$ cat src/rtl/axis_lpf_shifted_mc.sv
// axis_lpf_shifted_mc
// Multi-channel, time-multiplexed single-pole IIR low-pass filter on AXI-Stream:
//   y[n] = y[n-1] + (x[n] - y[n-1]) >>> alpha
// Each channel (selected by s_axis_tuser) keeps its own state and uses its own shift.
// Optional feature macro: AXIS_LPF_HPF_OUT_EN adds a saturated high-pass output
// (x - y_new) registered alongside the low-pass output.
module axis_lpf_shifted_mc #(
  parameter int n_channels             = 4,
  parameter int ch_width               = 2,
  parameter int inout_width            = 12,
  parameter int inout_decimal_width    = 11,
  parameter int internal_width         = 32,
  parameter int internal_decimal_width = 31
) (
  input  logic                      aclk,
  input  logic                      resetn,
  input  logic [5*n_channels-1:0]   i_alpha,
  input  logic                      i_clear,
  input  logic [inout_width-1:0]    s_axis_tdata,
  input  logic [ch_width-1:0]       s_axis_tuser,
  input  logic                      s_axis_tlast,
  input  logic                      s_axis_tvalid,
  output logic                      s_axis_tready,
  output logic [inout_width-1:0]    m_axis_tdata,
  output logic [ch_width-1:0]       m_axis_tuser,
  output logic                      m_axis_tlast,
  output logic                      m_axis_tvalid,
  input  logic                      m_axis_tready
`ifdef AXIS_LPF_HPF_OUT_EN
  ,
  output logic [inout_width-1:0]    m_axis_tdata_hp
`endif
);

  localparam int SHIFT = internal_decimal_width - inout_decimal_width;
  localparam int DW    = internal_width + 1;

  logic                             r_mValid;
  logic [inout_width-1:0]           r_mData;
  logic [ch_width-1:0]              r_mUser;
  logic                             r_mLast;
  logic signed [internal_width-1:0] r_state [n_channels];

  logic                             w_accept;
  logic                             w_inRange;
  logic [4:0]                       w_alpha;
  logic signed [internal_width-1:0] w_yOld;
  logic signed [DW-1:0]             w_xi;
  logic signed [DW-1:0]             w_diff;
  logic signed [DW-1:0]             w_step;
  logic signed [DW-1:0]             w_sum;
  logic signed [internal_width-1:0] w_yNew;
  logic [inout_width-1:0]           w_lpOut;

  // Single output register without skid: accept whenever the register is free or draining.
  assign s_axis_tready = ~r_mValid | m_axis_tready;
  assign w_accept      = s_axis_tvalid & s_axis_tready;

  // Select the addressed channel's shift and current state; out-of-range indices select nothing.
  always_comb begin
    w_alpha   = '0;
    w_yOld    = '0;
    w_inRange = 1'b0;
    for (int k = 0; k < n_channels; k++) begin
      if (int'(s_axis_tuser) == k) begin
        w_alpha   = i_alpha[5*k +: 5];
        w_yOld    = r_state[k];
        w_inRange = 1'b1;
      end
    end
  end

  // The difference carries one extra bit so it cannot overflow; the new state is a
  // convex combination of inputs and therefore always fits back into internal_width.
  assign w_xi    = DW'(signed'(s_axis_tdata)) <<< SHIFT;
  assign w_diff  = w_xi - DW'(w_yOld);
  assign w_step  = w_diff >>> w_alpha;
  assign w_sum   = DW'(w_yOld) + w_step;
  assign w_yNew  = internal_width'(w_sum);
  assign w_lpOut = w_inRange ? w_yNew[SHIFT +: inout_width] : '0;

  // Per-channel state: clear wins over the write of an accepted sample.
  always_ff @(posedge aclk or negedge resetn) begin
    if (!resetn) begin
      for (int k = 0; k < n_channels; k++) r_state[k] <= '0;
    end else if (i_clear) begin
      for (int k = 0; k < n_channels; k++) r_state[k] <= '0;
    end else if (w_accept && w_inRange) begin
      for (int k = 0; k < n_channels; k++) begin
        if (int'(s_axis_tuser) == k) r_state[k] <= w_yNew;
      end
    end
  end

  // Output register: load on accept, hold until the consumer takes it.
  always_ff @(posedge aclk or negedge resetn) begin
    if (!resetn) begin
      r_mValid <= 1'b0;
      r_mData  <= '0;
      r_mUser  <= '0;
      r_mLast  <= 1'b0;
    end else if (w_accept) begin
      r_mValid <= 1'b1;
      r_mData  <= w_lpOut;
      r_mUser  <= s_axis_tuser;
      r_mLast  <= s_axis_tlast;
    end else if (m_axis_tready) begin
      r_mValid <= 1'b0;
    end
  end

  assign m_axis_tvalid = r_mValid;
  assign m_axis_tdata  = r_mData;
  assign m_axis_tuser  = r_mUser;
  assign m_axis_tlast  = r_mLast;

`ifdef AXIS_LPF_HPF_OUT_EN
  localparam logic signed [DW-1:0] HP_MAX = DW'((1 << (inout_width - 1)) - 1);
  localparam logic signed [DW-1:0] HP_MIN = -DW'(1 << (inout_width - 1));

  logic signed [DW-1:0]   w_hpDiff;
  logic signed [DW-1:0]   w_hpShift;
  logic [inout_width-1:0] w_hpSat;
  logic [inout_width-1:0] r_hpData;

  assign w_hpDiff  = w_xi - DW'(w_yNew);
  assign w_hpShift = w_hpDiff >>> SHIFT;

  // Clamp the high-pass residue into the signed output range.
  always_comb begin
    w_hpSat = inout_width'(w_hpShift);
    if (w_hpShift > HP_MAX)      w_hpSat = inout_width'(HP_MAX);
    else if (w_hpShift < HP_MIN) w_hpSat = inout_width'(HP_MIN);
    if (!w_inRange)              w_hpSat = '0;
  end

  // High-pass output register loads together with the low-pass output.
  always_ff @(posedge aclk or negedge resetn) begin
    if (!resetn)       r_hpData <= '0;
    else if (w_accept) r_hpData <= w_hpSat;
  end

  assign m_axis_tdata_hp = r_hpData;
`endif

endmodule

$ cat config.mk
export PLATFORM = sky130hd
export DESIGN_NAME = axis_lpf_shifted_mc
export DESIGN_NICKNAME = d
export VERILOG_FILES = /design/src/rtl/axis_lpf_shifted_mc.sv
export SDC_FILE = /design/constraint.sdc
export NUM_CORES = 1
export LEC_CHECK = 0
export BUFFER_PORTS_ARGS = -buffer_cell sky130_fd_sc_hd__clkbuf_2
export CORE_MARGIN = 2
export CORE_UTILIZATION = 55
export DETAILED_ROUTE_END_ITERATION = 12
export GPL_ROUTABILITY_DRIVEN = 0
export PLACE_DENSITY_LB_ADDON = 0.08
export SLEW_MARGIN = 10
export SYNTH_ARGS = -nofsm -noshare
export SYNTH_HDL_FRONTEND = slang
export SYNTH_SLANG_ARGS = --single-unit
$ cat constraint.sdc
create_clock -name aclk -period 6.8 [get_ports aclk]
set_input_delay 0.68 -clock aclk [delete_from_list [all_inputs] [get_ports aclk]]
set_output_delay 0.68 -clock aclk [all_outputs]
set_load 0.005 [all_outputs]
-- Yosys cells after proc, flatten, opt, wreduce, memory -nomap -nowiden
Cells that the tools add are included.
Widths: inputs -> output; s select.
- bits of input ports: 40
- flip-flop bits (word level): 144
- output and inout bits: 17
- word-level logic and storage cells: 50
- bitwise gates (word level): 3
- multiplexer cells: 21
- reductions and logical operators: 12
- equality and inequality tests: 3
- shifts and indexed selects: 1
- $add $sub $neg: 2
- operator list (operator ; number):
    $mux 128 ; 2
    $mux 32 ; 8
    $sshr 33x5->32 ; 1
    $sub 32x32->33 ; 1
    $add 32x32->32 ; 1
    $mux 5 ; 4
    $mux 12 ; 1
    $reduce_bool 2->1 ; 6
    $reduce_and 2->1 ; 4
    $mux 1 ; 6
    $eq 2x2->1 const B ; 2
    $eq 2x1->1 const B ; 1
    $logic_not 2->1 ; 1
    $and 1x1->1 ; 1
    $logic_and 1x1->1 ; 1
    $not 1->1 ; 1
    $or 1x1->1 ; 1

-- Logic depth before layout (Yosys ltp)
- word-level depth: 11
- gate-level depth with buffers: 32
- gate-level depth less buffers: 25

-- Worst setup path before layout
OpenSTA, ideal clock, no wires.
- path type: input to register
- start point: input s_axis_tuser[0]
- end point: register r_state[28] (netlist name)
- arrival time: 8.396 ns
- cell stages on the path: 30
- data required time: 6.722 ns
- path slack: -1.674 ns
- library setup time: 0.078 ns
- path buffers: 6
- path through: buf_6 buf_8 buf_6 buf_1 clkbuf_1 buf_1 mux4_2 inv_1 ha_1 a21o_1 a21oi_1 o21ai_0 a311oi_1 o31ai_4 xnor2_1 mux4_2 or3_1 o221ai_1 a21oi_1 fa_1 a21oi_1 o21ai_0 a2111oi_0 o21ai_0 o21ba_2 a21oi_1 nor2_1 o311ai_0 nand2_1 a21oi_1
- longest elaborated chain between the ends: 11
- elaborated cells on any way between the ends: 26
- those cells by class: add/sub: 2; eq/ne: 3; shift: 1; mux: 15; reduce/logical: 5
- RTL lines (what ; line ; source):
    start, declared ; 20 ; input logic [ch_width-1:0] s_axis_tuser,
    $logic_not 2->1 ; 65 ; if (int'(s_axis_tuser) == k) begin
    $mux 32 (4 in a row) ; 65 ;
    $sub 32x32->33 ; 76 ; assign w_diff = w_xi - DW'(w_yOld);
    $sshr 33x5->32 ; 77 ; assign w_step = w_diff >>> w_alpha;
    $add 32x32->32 ; 78 ; assign w_sum = DW'(w_yOld) + w_step;
    $mux 32 ; 90 ; if (int'(s_axis_tuser) == k) r_state[k] <= w_yNew;
    $mux 128 ; 88 ; end else if (w_accept && w_inRange) begin
    $mux 128 ; 86 ; end else if (i_clear) begin
    end, declared ; 42 ; logic signed [internal_width-1:0] r_state [n_channels];
Several ways; a longest one is shown, not always the timed one. The select of a mux whose other input is x is not followed.
A chain may end at the register's enable or synchronous reset.

-- Worst setup path after layout
- start point: input s_axis_tuser[1]
- end point: register r_state[95] (netlist name)
The elaborated chain is that of the path after synthesis.

==> run summary <==
The run finished with clean final reports. The final net count is 1667. The number of DRC violations after detailed-routing iteration 0 is 1023.

The library cell used most frequently in the layout, excluding fill and tap cells, is sky130_fd_sc_hd__nand2_1. CTS saw 144 sinks. Across every metal layer, demand over resource in global routing totals 0.3332. The tree is rooted in a sky130_fd_sc_hd__clkbuf_16. The share of flip-flops with an asynchronous set or reset after synthesis is 1.000.

The worst hold path belongs to the class input pin to asynchronous set/reset pin. Buffers inserted during clock tree synthesis total 17. The total setup violations reported at the end of the flow is 0.

Among all stages on the critical path, the largest delay is contributed by sky130_fd_sc_hd__mux4_2. The wire length of the first global-routing pass is 58620 µm. The number of cell rows is 53. STA classifies the critical path endpoint as a flip-flop. The layout filler cell count is 1710.

The critical path is of the input pin to flip-flop type. After synthesis, the cell types taking the most area are sky130_fd_sc_hd__dfrtp_1 31%, sky130_fd_sc_hd__mux4_2 7.6%, sky130_fd_sc_hd__nand2_1 7.3%, sky130_fd_sc_hd__a21oi_1 5.1%, sky130_fd_sc_hd__ha_1 4.7%. The ratio of routed vias to standard cells came out at 6.195.

The largest area contributor in the synthesized netlist is sky130_fd_sc_hd__dfrtp_1. The power per cell area came out at 398.0 nW/µm². The worst supply voltage drop on vdd is 0.0002101 V. The initial antenna violation count came to 0. The H-tree depth reported by CTS is 4. The area added between synthesis and finish came out at 24.77%. The fmax is 0.1525 GHz. The commonest register cell after synthesis is sky130_fd_sc_hd__dfrtp_1. The portion of total power attributed to the clock network is 0.167. At the pin with the least slew margin, the transition time is 0.8970 ns.

The starting density of the core came out at 0.5568. The final standard cell count with taps included and fillers excluded is 1869. The detailed placement HPWL came out at 27140 µm. The type of origin of the critical path is an input pin. In the layout the commonest cells are 226 x sky130_fd_sc_hd__nand2_1, 219 x sky130_fd_sc_hd__buf_4, 144 x sky130_fd_sc_hd__dfrtp_1. The clock transition time at the flip-flop clock pins of the worst setup and hold paths is 0.06 ns. The final count of pins violating max slew is 0. The total routed wirelength is 36950 µm. The die covers 22330 µm². The number of flip-flops and latches in the synthesized netlist came out at 144. The proportion of power drawn by flip-flops and latches came out at 0.208.

The number of global-route vias before repair is 11.14k. The count of flip-flops with a built-in enable after synthesis came out at 0. The largest net degree at the start of global routing came out at 86. The net switching power of the design is 2.466 mW. The quantity of I/O buffers inserted on ports is 56. The total global routing overflow came out at 0.

The clock latency on the worst-skew pair came out at 0.43 ns. The number of nets with antenna violations after detailed routing came out at 0. The total area inside the core boundary comes to 20890 µm². For this run, the detailed router's first-pass iteration total came to 5. The final period demand of the worst path is 6.556 ns. The total power after layout came out at 5.776 mW. The worst relative slew slack came out at 0.4004. The via total after detailed routing is 11.58k. The part of the power in combinational logic is 0.625. In the final routed layout, each cell accounts on average for 19.77 µm. The internal power consumption came out at 3.310 mW. The portion of the clock cycle consumed by the worst path in the final layout is 0.9640. The count of endpoints failing hold in the final timing report is 0. Counting distinct cell types in the post-synthesis netlist gives 84. The leakage power is 6.493 nW. The post-synthesis average cell area came out at 8.422 µm². The floorplan step set the die height to 149.4 µm. Across the run, the number of max-cap violations was 0. The largest incremental delay on the critical path is 0.55 ns.

For this run, the number of Yosys warnings is 0. The sequential-to-total area share from yosys stat came out at 0.3098. In the final layout, the share of cells above drive strength 1 is 0.2848. The width of the die is 149.4 µm. The top-level port count came out at 57. The required arrival time at the worst endpoint came out at 7.12 ns.

The switching share of total power came out at 0.4269. In this design, the critical path's most frequently occurring cell is sky130_fd_sc_hd__buf_4. Including well taps, the total number of placed cells is 1836. Of the post-synthesis cell area, the dominant cell type holds 0.3098. The total standard cell area after synthesis came out at 11630 µm². The buffer depth of the longest clock path is 2. The number of remaining DRC errors came out at 0. In this run the worst path has a maximum fanout of 21.

The number of standard cells after synthesis came out at 1381. At the worst endpoint, the arrival time is 6.88 ns. The hold-fix buffer count after cts came out at 0. The clock tree from TritonCTS is yes.

The repair_antennas step left the layout with diodes totalling 0. When the netlist entered floorplanning its net count stood at 1466. The clock tree skew after final layout came out at 0.01210 ns.
==> kinds of logic (layout without fill, tap and decap cells) <==
logic type / count (synthesis) / after routing / share of synthesized area
multiplexers: 98 / 98 / 0.1310
flip-flops: 144 / 144 / 0.3098
adder cells (fa/ha/maj): 45 / 45 / 0.04905
AO/OA/AOI/OAI: 416 / 416 / 0.2340
XOR/XNOR: 45 / 45 / 0.03453
buffers and inverters: 126 / 339 / 0.04475
AND/OR/NAND/NOR: 507 / 507 / 0.1969
==> path summary, 6_finish.rpt <==
path | cells after the start | startpoint | slack (ns) | to
max | 26 | s_axis_tuser[1] | 0.24 | r_state[95]
min | 1 | resetn | 0.27 | r_state[1]
max reg2reg | 26 | r_state[53] | 0.37 | r_state[95]
min reg2reg | 2 | r_state[14] | 0.48 | r_state[14]
max in group asynchronous | 2 | resetn | 5.20 | r_state[78]
min in group aclk | 3 | s_axis_tlast | 0.45 | m_axis_tlast
==> worst max-delay path: cells and delay by family <==
family,cells,cell delay [ns]
AOI/OAI and AO/OA,12,2.90
and+or+nand+nor,5,0.92
adders and majority gates,1,0.31
buffers and inverters,6,1.18
muxes,2,0.87
==> power by group through the flow <==
| stage | Combinational (mW) | Sequential [mW] | Clock, mW |
|---|---|---|---|
| 2_1_floorplan | 2.03 | 1.18 | 0 |
| 3_3_place_gp | 3.41 | 1.21 | 0 |
| 3_5_place_dp | 3.45 | 1.22 | 0 |
| 4_1_cts | 3.48 | 1.20 | 0.968 |
| 5_1_grt | 3.88 | 1.23 | 1.01 |
| 6_report | 3.61 | 1.20 | 0.964 |
==> cell type report <==
| cell class | instances | area, µm² | share of cell area |
|---|---|---|---|
| Sequential cell | 144 | 3603 | 0.2483 |
| Inverter | 28 | 105.1 | 0.007242 |
| Clock inverter | 11 | 130.1 | 0.008966 |
| Clock buffer | 20 | 466.7 | 0.03216 |
| Multi-Input combinational cell | 1111 | 7826 | 0.5393 |
| Tap cell | 275 | 344.1 | 0.02371 |
| Timing Repair Buffer | 280 | 2037 | 0.1404 |
==> through the flow <==
stage	setup WS, ns	hold slack [ns]	area [µm²]	utilization	TNS [ns]
after detailed placement	-0.4100	0.4625	13740	0.6578	-11.41
after CTS	0.02234	0.2975	14340	0.6864	0
after floorplan	-0.3461	0.3844	11900	-	-4.801
final	0.2445	0.2723	14510	0.6948	0
after global routing	-0.001474	0.3230	14510	0.6948	-0.001474
after global placement	-0.2638	0.4561	13740	0.6578	-5.580
==> flip-flops by register name, summed over array words and instances (netlist names) <==
name           cells
m_axis_tvalid      1
m_axis_tdata      12
m_axis_tlast       1
r_state          128
m_axis_tuser       2
==> cell usage after synthesis, types with 7 or more instances <==
| cell type | n |
|---|---|
| sky130_fd_sc_hd__nand2_1 | 227 |
| sky130_fd_sc_hd__dfrtp_1 | 144 |
| sky130_fd_sc_hd__nor2_1 | 132 |
| sky130_fd_sc_hd__a21oi_1 | 119 |
| sky130_fd_sc_hd__o21ai_0 | 103 |
| sky130_fd_sc_hd__clkbuf_1 | 77 |
| sky130_fd_sc_hd__ha_1 | 44 |
| sky130_fd_sc_hd__mux4_2 | 39 |
| sky130_fd_sc_hd__nor3_1 | 36 |
| sky130_fd_sc_hd__mux2i_1 | 29 |
| sky130_fd_sc_hd__a211oi_1 | 28 |
| sky130_fd_sc_hd__inv_1 | 28 |
| sky130_fd_sc_hd__mux2_2 | 27 |
| sky130_fd_sc_hd__xnor2_1 | 26 |
| sky130_fd_sc_hd__a21o_1 | 24 |
| sky130_fd_sc_hd__nand2b_1 | 24 |
| sky130_fd_sc_hd__xor2_1 | 18 |
| sky130_fd_sc_hd__o31ai_1 | 15 |
| sky130_fd_sc_hd__o21a_1 | 14 |
| sky130_fd_sc_hd__nand4_1 | 13 |
| sky130_fd_sc_hd__nand3_1 | 12 |
| sky130_fd_sc_hd__nor4_1 | 11 |
| sky130_fd_sc_hd__or3_1 | 10 |
| sky130_fd_sc_hd__a31oi_1 | 9 |
| sky130_fd_sc_hd__and3_1 | 8 |
| sky130_fd_sc_hd__buf_2 | 8 |
| sky130_fd_sc_hd__a211o_1 | 7 |
| sky130_fd_sc_hd__a32oi_1 | 7 |
| sky130_fd_sc_hd__buf_1 | 7 |
| sky130_fd_sc_hd__o221ai_1 | 7 |
==> timing repair <==
| item | 4_1_cts | 5_1_grt |
|---|---|---|
| setup endpoints to repair | 4 | 75 |
| buffers inserted | 0 | 1 |
| pin swaps | 0 | 4 |
| resized for setup | 1 | 29 |
| gates cloned | 0 | 1 |
==> layer usage <==
layer,track usage,wire length [µm],part of all wire
met5,0,0,0
met4,0.1257,1093,0.030
met3,0.03689,2319,0.063
met2,0.5326,17280,0.47
met1,0.4691,16260,0.44
Power figures use the tool's default switching activity.
